--- config.mk ---
export PLATFORM = sky130hd
export DESIGN_NAME = card_shoe
export DESIGN_NICKNAME = d
export VERILOG_FILES = /design/src/rtl/blackjack_pkg.sv /design/src/rtl/shoe_lfsr.sv /design/src/rtl/card_shoe.sv
export SDC_FILE = /design/constraint.sdc
export NUM_CORES = 1
export LEC_CHECK = 0
export BUFFER_PORTS_ARGS = -buffer_cell sky130_fd_sc_hd__buf_4
export CORE_AREA = 2 2 86 109
export DETAILED_ROUTE_END_ITERATION = 10
export DIE_AREA = 0 0 88 111
export GPL_ROUTABILITY_DRIVEN = 1
export PLACE_DENSITY = 0.78
export SETUP_SLACK_MARGIN = 0.2
export SKIP_CTS_REPAIR_TIMING = 1
export SLEW_MARGIN = 10
export SYNTH_ARGS = -nofsm -noshare
export SYNTH_HDL_FRONTEND = slang
export SYNTH_SLANG_ARGS = --single-unit
--- constraint.sdc ---
create_clock -name clk -period 6.85 [get_ports clk]
set_input_delay 1.37 -clock clk [delete_from_list [all_inputs] [get_ports clk]]
set_output_delay 1.37 -clock clk [all_outputs]
set_load 0.02 [all_outputs]
--- src/rtl/blackjack_pkg.sv ---
// Shared constants, FSM encoding and slot helpers for the card shoe.
package blackjack_pkg;

  localparam int DECK_SIZE      = 52;
  localparam int RANKS_PER_SUIT = 13;
  localparam int LFSR_W         = 16;

  typedef enum logic [1:0] {
    ST_IDLE    = 2'd0,
    ST_SHUFFLE = 2'd1,
    ST_SEEK    = 2'd2,
    ST_DELIVER = 2'd3
  } shoe_state_t;

  // Fold the low six LFSR bits into the slot range 0..51.
  function automatic logic [5:0] start_slot(input logic [LFSR_W-1:0] lfsr);
    logic [5:0] raw;
    raw = lfsr[5:0];
    if (raw >= 6'(DECK_SIZE)) begin
      return raw - 6'(DECK_SIZE);
    end
    return raw;
  endfunction

  function automatic logic [3:0] rank_of(input logic [5:0] slot);
    return 4'(slot % 6'(RANKS_PER_SUIT)) + 4'd1;
  endfunction

endpackage

--- src/rtl/shoe_lfsr.sv ---
// Free-running 16-bit Fibonacci LFSR, taps 16,14,13,11; reloads SEED on reset.
module shoe_lfsr #(
  parameter logic [15:0] SEED = 16'hACE1
) (
  input  logic        clk,
  input  logic        resetn,
  output logic [15:0] value
);

  logic [15:0] value_reg;
  logic        feedback;

  assign feedback = value_reg[15] ^ value_reg[13] ^ value_reg[12] ^ value_reg[10];

  always_ff @(posedge clk) begin
    if (!resetn) begin
      value_reg <= SEED;
    end else begin
      value_reg <= {value_reg[14:0], feedback};
    end
  end

  assign value = value_reg;

endmodule

--- src/rtl/card_shoe.sv ---
// Card shoe: deals ranks without replacement from a 52-slot used mask,
// picking a pseudo-random start slot and linearly probing for a free one.
module card_shoe #(
  parameter logic [15:0] SEED      = 16'hACE1,
  parameter int          DECK_SIZE = 52
) (
  input  logic       clk,
  input  logic       resetn,
  input  logic       draw,
  input  logic       shuffle,
  output logic [3:0] card,
  output logic       card_valid,
  output logic       busy,
  output logic [5:0] cards_left,
  output logic       empty
);

  import blackjack_pkg::*;

  shoe_state_t          state_reg, state_next;
  logic [DECK_SIZE-1:0] used_reg, used_next;
  logic [5:0]           ptr_reg, ptr_next;
  logic [5:0]           left_reg, left_next;
  logic [3:0]           card_reg, card_next;
  logic                 pending_reg, pending_next;
  logic [15:0]          lfsr;

  shoe_lfsr #(.SEED(SEED)) u_lfsr (
    .clk    (clk),
    .resetn (resetn),
    .value  (lfsr)
  );

  always_ff @(posedge clk) begin
    if (!resetn) begin
      state_reg   <= ST_IDLE;
      used_reg    <= '0;
      ptr_reg     <= '0;
      left_reg    <= 6'(DECK_SIZE);
      card_reg    <= '0;
      pending_reg <= 1'b0;
    end else begin
      state_reg   <= state_next;
      used_reg    <= used_next;
      ptr_reg     <= ptr_next;
      left_reg    <= left_next;
      card_reg    <= card_next;
      pending_reg <= pending_next;
    end
  end

  always_comb begin
    state_next   = state_reg;
    used_next    = used_reg;
    ptr_next     = ptr_reg;
    left_next    = left_reg;
    card_next    = card_reg;
    pending_next = pending_reg;
    unique case (state_reg)
      ST_IDLE: begin
        // Shuffle wins over a simultaneous draw, which is simply dropped.
        if (shuffle) begin
          state_next   = ST_SHUFFLE;
          pending_next = 1'b0;
        end else if (draw) begin
          if (left_reg != 6'd0) begin
            ptr_next   = start_slot(lfsr);
            state_next = ST_SEEK;
          end else begin
            state_next   = ST_SHUFFLE;
            pending_next = 1'b1;
          end
        end
      end
      ST_SHUFFLE: begin
        used_next = '0;
        left_next = 6'(DECK_SIZE);
        if (pending_reg) begin
          ptr_next   = start_slot(lfsr);
          state_next = ST_SEEK;
        end else begin
          state_next = ST_IDLE;
        end
      end
      ST_SEEK: begin
        if (used_reg[ptr_reg]) begin
          ptr_next = (ptr_reg == 6'(DECK_SIZE - 1)) ? 6'd0 : ptr_reg + 6'd1;
        end else begin
          used_next[ptr_reg] = 1'b1;
          card_next          = rank_of(ptr_reg);
          left_next          = left_reg - 6'd1;
          state_next         = ST_DELIVER;
        end
      end
      ST_DELIVER: begin
        pending_next = 1'b0;
        state_next   = ST_IDLE;
      end
      default: state_next = ST_IDLE;
    endcase
  end

  always_comb begin
    card       = card_reg;
    card_valid = (state_reg == ST_DELIVER);
    busy       = (state_reg != ST_IDLE);
    cards_left = left_reg;
    empty      = (left_reg == 6'd0);
  end

endmodule

# Yosys cells after proc, flatten, opt, wreduce, memory -nomap -nowiden
# Cells that the tools add are included.
# Widths: inputs -> output; s select.
[classes] n_lt_le_gt_ge=3 eq_ne=12 div_mod_pow=1 n_mux=35 add_sub_neg=4 bitwise=5 reduce_logical=13
[ops] cell="$pmux 52 s2" n=1
[ops] cell="$mux 6" n=10
[ops] cell="$mux 52" n=1
[ops] cell="$or 52x52->52" n=1
[ops] cell="$pmux 6 s3" n=1
[ops] cell="$mux 1" n=12
[ops] cell="$ne 2x2->1 const B" n=6
[ops] cell="$pmux 6 s2" n=1
[ops] cell="$mux 2" n=5
[ops] cell="$pmux 2 s4" n=1
[ops] cell="$lt 6x7->1 const B" n=1
[ops] cell="$add 6x1->6 const B" n=1
[ops] cell="$bmux 1 s6" n=1
[ops] cell="$demux 1 s6" n=1
[ops] cell="$eq 6x6->1 const B" n=1
[ops] cell="$ge 6x1->1 const B" n=1
[ops] cell="$ge 6x6->1 const B" n=1
[ops] cell="$logic_not 6->1" n=1
[ops] cell="$mod 6x4->6 const B" n=1
[ops] cell="$ne 3x3->1 const B" n=2
[ops] cell="$reduce_and 2->1" n=3
[ops] cell="$reduce_and 6->1" n=1
[ops] cell="$reduce_bool 2->1" n=3
[ops] cell="$reduce_bool 6->1" n=1
[ops] cell="other kinds (12)" n=15
[totals] inputBits=4 word_cells=80 reg_bits=87

# Depth between registers and ports, before layout
# Gate-level depths: netlist (run 1).
[depth] depth_word=11 ltp_mapped=19 depth_no_buf=16

# Modules after synthesis
# Synthesis (run 1) repeated with hierarchy kept, for this count alone.
[hier_totals] cells_unflattened=503 area_unflattened_um2=4385.5
[modules_own_cells] module="card_shoe" instances=1 seq_area_each_um2=1421.4 area_per_inst_um2=3927.5 cells_each=467
[modules_own_cells] module="shoe_lfsr" instances=1 seq_area_each_um2=320.3 area_per_inst_um2=457.9 cells_each=36

# Worst setup path before layout (run 1)
# No wires, ideal clock.
[synth_timing] path_kind="register -> register" startpoint="register ptr_reg[2]" endpoint="register card_reg[1], in the netlist card[1]" path_buffers=4 path_slack_ps=2995 path_stages_with_launch=20 setup_time_ps=128 arrival_ps=3727 period_less_slack_ps=3855 required_time_ps=6722 path_cell_list="dfxtp_1 buf_4 buf_4 buf_2 buf_2 a21oi_1 ha_1 nor4bb_1 a21oi_1 and3_1 or2_2 ha_1 nand2b_1 o21ai_0 or3_1 o21ai_0 mux2i_1 ha_1 mux2i_1 nor2_1"
[synth_between] elab_chain_len=4
[synth_rtl] element="start: declaration" line="card_shoe.sv:22" text="logic [5:0] ptr_reg, ptr_next;"
[synth_rtl] element="start signal: assignment" line="card_shoe.sv:45" text="ptr_reg <= ptr_next;"
[synth_rtl] element="branches (longest 4 deep; another with $mod 6x4->6)"
[synth_rtl] element="end signal: assignment" line="card_shoe.sv:47" text="card_reg <= card_next;"
[synth_rtl] element="end: declaration" line="card_shoe.sv:24" text="logic [3:0] card_reg, card_next;"
# Parallel ways; which one is timed is not known. The select of a mux whose other input is x is not followed.
# A chain may end at the register's enable or synchronous reset.

# Worst setup path after layout (run 1)
[layout_timing] startpoint="register ptr_reg[0]" endpoint="register card_reg[1], in the netlist card[1]"
# Same word-level chain as after synthesis.

==> results of run 1 <==
power by group through the flow:
stage	clock, µW	combinational (µW)	sequential (µW)
after floorplan	0	349	576
after CTS	468	441	585
final	463	445	586
after detailed placement	0	437	596
after global placement	0	427	593
after global routing	494	492	592
metrics by stage:
| stage | hold WS (ns) | cell area, µm² |
|---|---|---|
| after global placement | 0.394 | 4480 |
| after CTS | 0.424 | 4760 |
| after global routing | 0.438 | 4760 |
| after floorplan | 0.386 | 4300 |
| after detailed placement | 0.405 | 4480 |
| final | 0.422 | 4760 |
cells in the mapped netlist (all sizes together), types with 10 or more instances:
library cell / number
mux2i: 11
nor2: 81
buf: 13
ha: 18
nand2: 19
o21ai: 18
clkbuf: 19
a31oi: 55
a21oi: 19
nor3: 10
dfxtp: 87
nand2b: 12
inv: 18
nand3: 11
worst paths after layout:
| path | slack (ns) | to | from | cells past startpoint |
|---|---|---|---|---|
| worst max register to register | 2.37 | card[1]$_SDFFE_PN0P_ | ptr_reg[0]$_SDFFE_PN0P_ | 15 |
| worst max-delay path | 2.37 | card[1]$_SDFFE_PN0P_ | ptr_reg[0]$_SDFFE_PN0P_ | 15 |
| worst min register to register | 0.42 | u_lfsr.value[10]$_SDFF_PN1_ | u_lfsr.value[9]$_SDFF_PN0_ | 1 |
| worst min-delay path | 0.42 | u_lfsr.value[10]$_SDFF_PN1_ | u_lfsr.value[9]$_SDFF_PN0_ | 1 |
logic make-up after synthesis:
group | count (synthesis) | share of synthesized area
flops | 87 | 0.405
xor+xnor | 8 | 0.0163
mux | 18 | 0.0518
simple gates | 173 | 0.193
compound gates | 148 | 0.229
fa+ha+maj | 18 | 0.0524
buf+inv | 51 | 0.0524
routing by layer:
metal | vias up | wire length (µm)
met2 | 109 | 5160
met3 | 27 | 531
li1 | 1820 | -
met5 | - | 0
met4 | 0 | 402
met1 | 1807 | 4240
worst max-delay path: cells and delay by family (launching register included):
family	cells	cell delay (ns)
adders and majority gates	3	0.85
and+or+nand+nor	5	0.94
buffers and inverters	1	0.55
AOI/OAI and AO/OA	4	0.64
DFF	1	0.99
muxes	2	0.38
cell type report:
cell class / count / area, µm² / share of cell area
repair buffers: 22 / 165 / 0.0347
well taps: 123 / 154 / 0.0323
multi-input cells: 365 / 2340 / 0.493
clock inverters: 7 / 56.3 / 0.0118
flip-flops and latches: 87 / 1740 / 0.366
clock buffers: 9 / 225 / 0.0473
inverters: 19 / 71.3 / 0.0150
==> results by group, run 1 <==
Run status
  • Status: finished, final reports clean

Setup path
  • Crit-path max cell delay: 0.99 ns
  • Required time of the critical path: 7.07 ns
  • Max FO, Critical Path: 28
  • Worst setup EP type: flip-flop
  • Crit path max-delay cell type: dfxtp_1
  • WP data arrival: 4.69 ns
  • Nature of the critical path startpoint: flip-flop
  • CP Cell Sequence: clkinv_1 -> ha_1 -> nand4b_1 -> a21o_1 -> a21oi_1 -> or2_2 -> ha_1 -> nand2b_1 -> o21ai_0 -> or3_1 -> o21ai_0 -> mux2i_1 -> ha_1 -> mux2i_1 -> nor2_1
  • CP most frequent cell: ha_1
  • Critical path class: flip-flop to flip-flop

Synth
  • Mapped Area: 4300 µm²
  • Post-synthesis register bit count: 87
  • Post-synthesis cell count: 503
  • Distinct cells, synth: 58
  • Ranking of synthesized cells by area: dfxtp_1 (41%), a31oi_1 (8.0%), nor2_1 (7.1%), ha_1 (5.2%), mux2i_1 (2.6%)
  • Syn_area_per_cell: 8.55 µm²
  • Number of enable flip-flop cells after synthesis: 0
  • Post-Syn Nets: 525
  • Ys flop type: dfxtp_1
  • Yosys top cell area share: 0.405
  • Sequential fraction of the synthesis area: 0.405
  • Fraction of registers with async set/reset: 0
  • Cell taking the most area after synthesis: dfxtp_1
  • Ys Warns: 0

Pwr
  • Internal: 940 µW
  • Psw: 554 µW
  • Pleak: 0.00173 µW
  • Combinational share of power: 0.298
  • Pwr/cell area: 314 nW/µm²
  • Power share of the sequential group: 0.392
  • Clock power share: 0.310
  • VDD IR max: 156 µV
  • Switching Share: 0.371
  • Power, Total: 1490 µW

Place
  • Placed insts: 616
  • Placement Setup Slack: 2.42 ns
  • Final GP Congestion: 0.891
  • IO Port Bufs: 16
  • Final HPWL from detailed placement: 6.84 mm

Timing
  • Slew Limit Headroom: 0.104
  • Slew Viols, Final: 0
  • Worst slew pin tran: 1.33 ns
  • RSZ-0062 raised after global routing: no
  • Fmax: 223 MHz
  • Min cycle time layout: 4.48 ns
  • Tcrit/Tclk final: 0.654
  • Hold Fails Final Rpt: 0
  • Setup violations, final: 0
  • Setup tns final: 0 ns
  • Setup Skew: 0.00345 ns
  • Worst setup margin: 2.37 ns

Global route
  • First-pass GRT wire length: 17.5 mm
  • Largest net degree at the start of global routing: 61
  • Met1 GRT Util: 0.271
  • GR Util All Layers: 0.225
  • Met2 GRT Util: 0.370
  • GR Layer Usage met3: 0.0439
  • GRT busiest layer: met2
  • Grt ovf: 0
  • Initial antenna violation count: 0
  • Vias in the first global route: 3683

Min path
  • Worst hold path type: flip-flop to flip-flop

Route
  • Iter 0 DRT Violations: 363
  • Routed vias: 3763
  • Post-route ant nets: 0
  • Via density: 5.95
  • Drt first pass iters: 5
  • DRC viols: 0
  • Detailed-route wire length: 10.3 mm
  • Post-DR wirelength/cell: 16.3 µm

Floorplanning
  • I/O pin cnt: 17
  • Die width: 88 µm
  • Die H: 111 µm
  • Core area: 8830 µm²
  • Initial Util: 0.487
  • Die area: 9770 µm²
  • Row cnt: 39

Clock network
  • H-tree depth: 3
  • Root Buffer Master: clkbuf_16
  • Num CTS Buffers: 9
  • TritonCTS clock tree: done
  • Clk_lat worst skew: 0.34 ns
  • CTS Buffer Depth: 2
  • Clk sinks: 87
  • Worst-path clk slew: 0.06 ns

Layout
  • Commonest non-fill, non-tap cell in the layout: dfxtp_1
  • Final Core Density: 0.539
  • Commonest cells after routing, fill and taps aside: dfxtp_1 (87), nor2_1 (81), a31oi_1 (55)
  • Fin nets: 526
  • Ant. Diodes: 0
  • Final Instance Count excl. Fillers: 632
  • Fill cell count: 795
  • Layout cells sized above 1: 0.106
  • Syn-to-layout area delta: 10.6%
  • Max FFs per register: 52

Flow run
  • Max-cap violations: 0
Note: power is estimated with default switching activity, not from simulation.
==> run 2: changes to the inputs <==
--- a/config.mk
+++ b/config.mk
@@ -5,12 +5,13 @@
 export SDC_FILE = /design/constraint.sdc
 export NUM_CORES = 1
 export LEC_CHECK = 0
+export ABC_AREA = 1
 export BUFFER_PORTS_ARGS = -buffer_cell sky130_fd_sc_hd__buf_4
-export CORE_AREA = 2 2 86 109
+export CORE_AREA = 2 2 89 113
 export DETAILED_ROUTE_END_ITERATION = 10
-export DIE_AREA = 0 0 88 111
+export DIE_AREA = 0 0 91 115
 export GPL_ROUTABILITY_DRIVEN = 1
-export PLACE_DENSITY = 0.78
+export PLACE_DENSITY = 0.8
 export SETUP_SLACK_MARGIN = 0.2
 export SKIP_CTS_REPAIR_TIMING = 1
 export SLEW_MARGIN = 10
==> constraint.sdc (replaced) <==
create_clock -name clk -period 4.1 [get_ports clk]
set_input_delay 0.82 -clock clk [delete_from_list [all_inputs] [get_ports clk]]
set_output_delay 0.82 -clock clk [all_outputs]
set_load 0.02 [all_outputs]
==> results by group, run 2 <==
Timing
  • RSZ-0062 raised after global routing: no (unchanged)
  • Setup Skew: 0.00659 ns (was 0.00345 ns)
  • Min cycle time layout: 3.24 ns (was 4.48 ns)
  • Fmax: 309 MHz (was 223 MHz)
  • Slew Viols, Final: 0 (unchanged)
  • Hold Fails Final Rpt: 0 (unchanged)
  • Slew Limit Headroom: 0.526 (was 0.104)
  • Tcrit/Tclk final: 0.789 (was 0.654)
  • Worst slew pin tran: 0.706 ns (was 1.33 ns)
  • Setup violations, final: 0 (unchanged)
  • Setup tns final: 0 ns (unchanged)

Floorplanning
  • Core area: 9410 µm² (was 8830 µm²)
  • I/O pin cnt: 17 (unchanged)
  • Die area: 10500 µm² (was 9770 µm²)
  • Initial Util: 0.489 (was 0.487)
  • Die width: 91 µm (was 88 µm)
  • Die H: 115 µm (was 111 µm)
  • Row cnt: 40 (was 39)

Synth
  • Dominant cell by count in the synthesized netlist: inv_1 (was dfxtp_1)
  • Fraction of registers with async set/reset: 0 (unchanged)
  • Sequential fraction of the synthesis area: 0.378 (was 0.405)
  • Ys flop type: dfxtp_1 (unchanged)
  • Ys Warns: 0 (unchanged)
  • Ranking of synthesized cells by area: dfxtp_1 (38%), inv_1 (8.4%), a21oi_1 (8.0%), nand3_1 (7.4%), nand2_1 (7.0%) (was dfxtp_1 (41%), a31oi_1 (8.0%), nor2_1 (7.1%), ha_1 (5.2%), mux2i_1 (2.6%))
  • Post-Syn Nets: 683 (was 525)
  • Syn_area_per_cell: 6.97 µm² (was 8.55 µm²)
  • Cell taking the most area after synthesis: dfxtp_1 (unchanged)
  • Post-synthesis cell count: 661 (was 503)
  • Yosys top cell area share: 0.378 (was 0.405)
  • Mapped Area: 4600 µm² (was 4300 µm²)
  • List of most frequent post-synthesis cells: inv_1 (103), dfxtp_1 (87), nand2_1 (86) (was dfxtp_1 (87), nor2_1 (81), a31oi_1 (55))
  • Distinct cells, synth: 36 (was 58)
  • Number of enable flip-flop cells after synthesis: 0 (unchanged)
  • Post-synthesis register bit count: 87 (unchanged)

Pwr
  • Pleak: 0.00200 µW (was 0.00173 µW)
  • Pwr/cell area: 481 nW/µm² (was 314 nW/µm²)
  • VDD IR max: 314 µV (was 156 µV)
  • Power, Total: 2430 µW (was 1490 µW)

Route
  • Detailed-route wire length: 10.2 mm (was 10.3 mm)
  • Top Layer Used: met4 (unchanged)
  • WL met2: 5.28 mm (was 5.16 mm)
  • Post-DR wirelength/cell: 12.9 µm (was 16.3 µm)
  • DRC viols: 0 (unchanged)
  • Post-route ant nets: 0 (unchanged)
  • Via density: 5.42 (was 5.95)
  • Routed vias: 4279 (was 3763)
  • Iter 0 DRT Violations: 398 (was 363)
  • Drt first pass iters: 5 (unchanged)
  • DR WL met3: 343 µm (was 531 µm)
  • M1 wire length: 4.38 mm (was 4.24 mm)

Setup path
  • RR Endpoint: used_reg[15]$_SDFFE_PN0P_ (was card[1]$_SDFFE_PN0P_)
  • Crit-path max cell delay: 0.59 ns (was 0.99 ns)
  • Nature of the critical path startpoint: flip-flop (unchanged)
  • Crit. Startpoint: ptr_reg[0]$_SDFFE_PN0P_ (unchanged)
  • Register-to-register setup slack: 0.86 ns (was 2.37 ns)
  • WP data arrival: 3.49 ns (was 4.69 ns)
  • R2R Path Start: ptr_reg[0]$_SDFFE_PN0P_ (unchanged)
  • CP Cell Sequence: inv_2 -> nand3_1 -> o22ai_1 -> nor2_1 -> nand3b_1 -> nand2_1 -> nand2_1 -> nor2_1 -> nand2_2 -> nand2_2 -> buf_4 -> nand4_1 -> a21oi_1 (was clkinv_1 -> ha_1 -> nand4b_1 -> a21o_1 -> a21oi_1 -> or2_2 -> ha_1 -> nand2b_1 -> o21ai_0 -> or3_1 -> o21ai_0 -> mux2i_1 -> ha_1 -> mux2i_1 -> nor2_1)
  • Required time of the critical path: 4.36 ns (was 7.07 ns)
  • Critical path class: flip-flop to flip-flop (unchanged)
  • Max FO, Critical Path: 52 (was 28)
  • Crit path max-delay cell type: dfxtp_1 (unchanged)
  • Worst setup EP type: flip-flop (unchanged)
  • Cells on worst reg2reg path: 13 (was 15)

Global route
  • GR Util All Layers: 0.202 (was 0.225)
  • Largest net degree at the start of global routing: 60 (was 61)
  • Initial antenna violation count: 0 (unchanged)
  • First-pass GRT wire length: 17.7 mm (was 17.5 mm)
  • Grt ovf: 0 (unchanged)
  • Vias in the first global route: 4070 (was 3683)

Layout
  • Final Instance Count excl. Fillers: 790 (was 632)
  • Commonest cells after routing, fill and taps aside: inv_1 (103), dfxtp_1 (87), nand2_1 (86) (was dfxtp_1 (87), nor2_1 (81), a31oi_1 (55))
  • Ant. Diodes: 0 (unchanged)
  • Fin area: 5040 µm² (was 4760 µm²)
  • Layout cells sized above 1: 0.0904 (was 0.106)
  • Fin nets: 681 (was 526)
  • Fill cell count: 930 (was 795)
  • Multi-input gate area: 2280 µm² (was 2340 µm²)
  • Syn-to-layout area delta: 9.48% (was 10.6%)
  • Reg area: 1740 µm² (unchanged)
  • Max FFs per register: 52 (unchanged)
  • Commonest non-fill, non-tap cell in the layout: inv_1 (was dfxtp_1)

Clock network
  • TritonCTS clock tree: done (unchanged)
  • H-tree depth: 3 (unchanged)
  • Clk_lat worst skew: 0.34 ns (about the same)
  • Root Buffer Master: clkbuf_16 (unchanged)
  • CTS Buffer Depth: 2 (unchanged)
  • Worst-path clk slew: 0.06 ns (about the same)
  • Num CTS Buffers: 9 (unchanged)
  • Clk sinks: 87 (unchanged)

Min path
  • HP Start: u_lfsr.value[6]$_SDFF_PN1_ (was u_lfsr.value[9]$_SDFF_PN0_)
  • Worst hold stages: 1 (unchanged)
  • Worst hold path type: flip-flop to flip-flop (unchanged)
  • Min-Delay Endpoint: u_lfsr.value[7]$_SDFF_PN1_ (was u_lfsr.value[10]$_SDFF_PN1_)

Flow run
  • Max-cap violations: 0 (unchanged)

Place
  • Final GP Congestion: 0.878 (was 0.891)
  • Final HPWL from detailed placement: 6.91 mm (was 6.84 mm)
  • Cell Area, Placed: 4730 µm² (was 4480 µm²)
  • IO Port Bufs: 16 (unchanged)
  • Placed insts: 774 (was 616)

Run status
  • Status: finished, final reports clean (unchanged)
run 2: how the worst max path moves through the flow:
stage / to / slack [ns]
global route: card[2]$_SDFFE_PN0P_ / 0.53
detailed placement: card[2]$_SDFFE_PN0P_ / 0.90
finish: used_reg[15]$_SDFFE_PN0P_ / 0.86
CTS: card[2]$_SDFFE_PN0P_ / 0.88
global placement: card[2]$_SDFFE_PN0P_ / 1.07
floorplan: card[2]$_SDFFE_PN0P_ / 1.31
run 2: cell families after synthesis:
family                   Yosys count  synth area share
flip-flops                        87             0.378
AO/OA/AOI/OAI                    124             0.146
AND/OR/NAND/NOR                  281             0.280
XOR/XNOR                           9            0.0171
buffers and inverters            142             0.130
adder cells (fa/ha/maj)           18            0.0489
run 2: area by class of cell:
class	count	share of cell area
multi-input cells	432	0.451
inverters	110	0.0819
well taps	126	0.0313
clock inverters	4	0.0107
clock buffers	12	0.0509
flip-flops and latches	87	0.345
repair buffers	19	0.0283
run 2: layer usage:
metal / vias up / GRT usage
met2: 88 / 0.375
met1: 2022 / 0.229
li1: 2149 / -
met3: 20 / 0.0269
met5: - / 0
met4: 0 / 0.0949
run 2: where the power goes:
group | internal [µW] | switching (µW)
Clock | 506 | 326
Combinational | 194 | 450
Sequential | 893 | 57.0
Total | 1590 | 834
run 2: worst max-delay path: cells and delay by family, from the launching register on:
family | cells | cell delay [ns]
flip-flops | 1 | 0.59
AND/OR/NAND/NOR | 9 | 1.54
buffers and inverters | 2 | 0.65
AO/OA/AOI/OAI | 2 | 0.36
run 2: per-stage QoR:
step | hold WS, ns | utilization | worst slack (ns)
floorplan | 0.390 | - | 1.31
detailed placement | 0.403 | 0.503 | 0.897
finish | 0.411 | 0.536 | 0.865
CTS | 0.415 | 0.536 | 0.882
global route | 0.428 | 0.536 | 0.529
global placement | 0.396 | 0.503 | 1.07
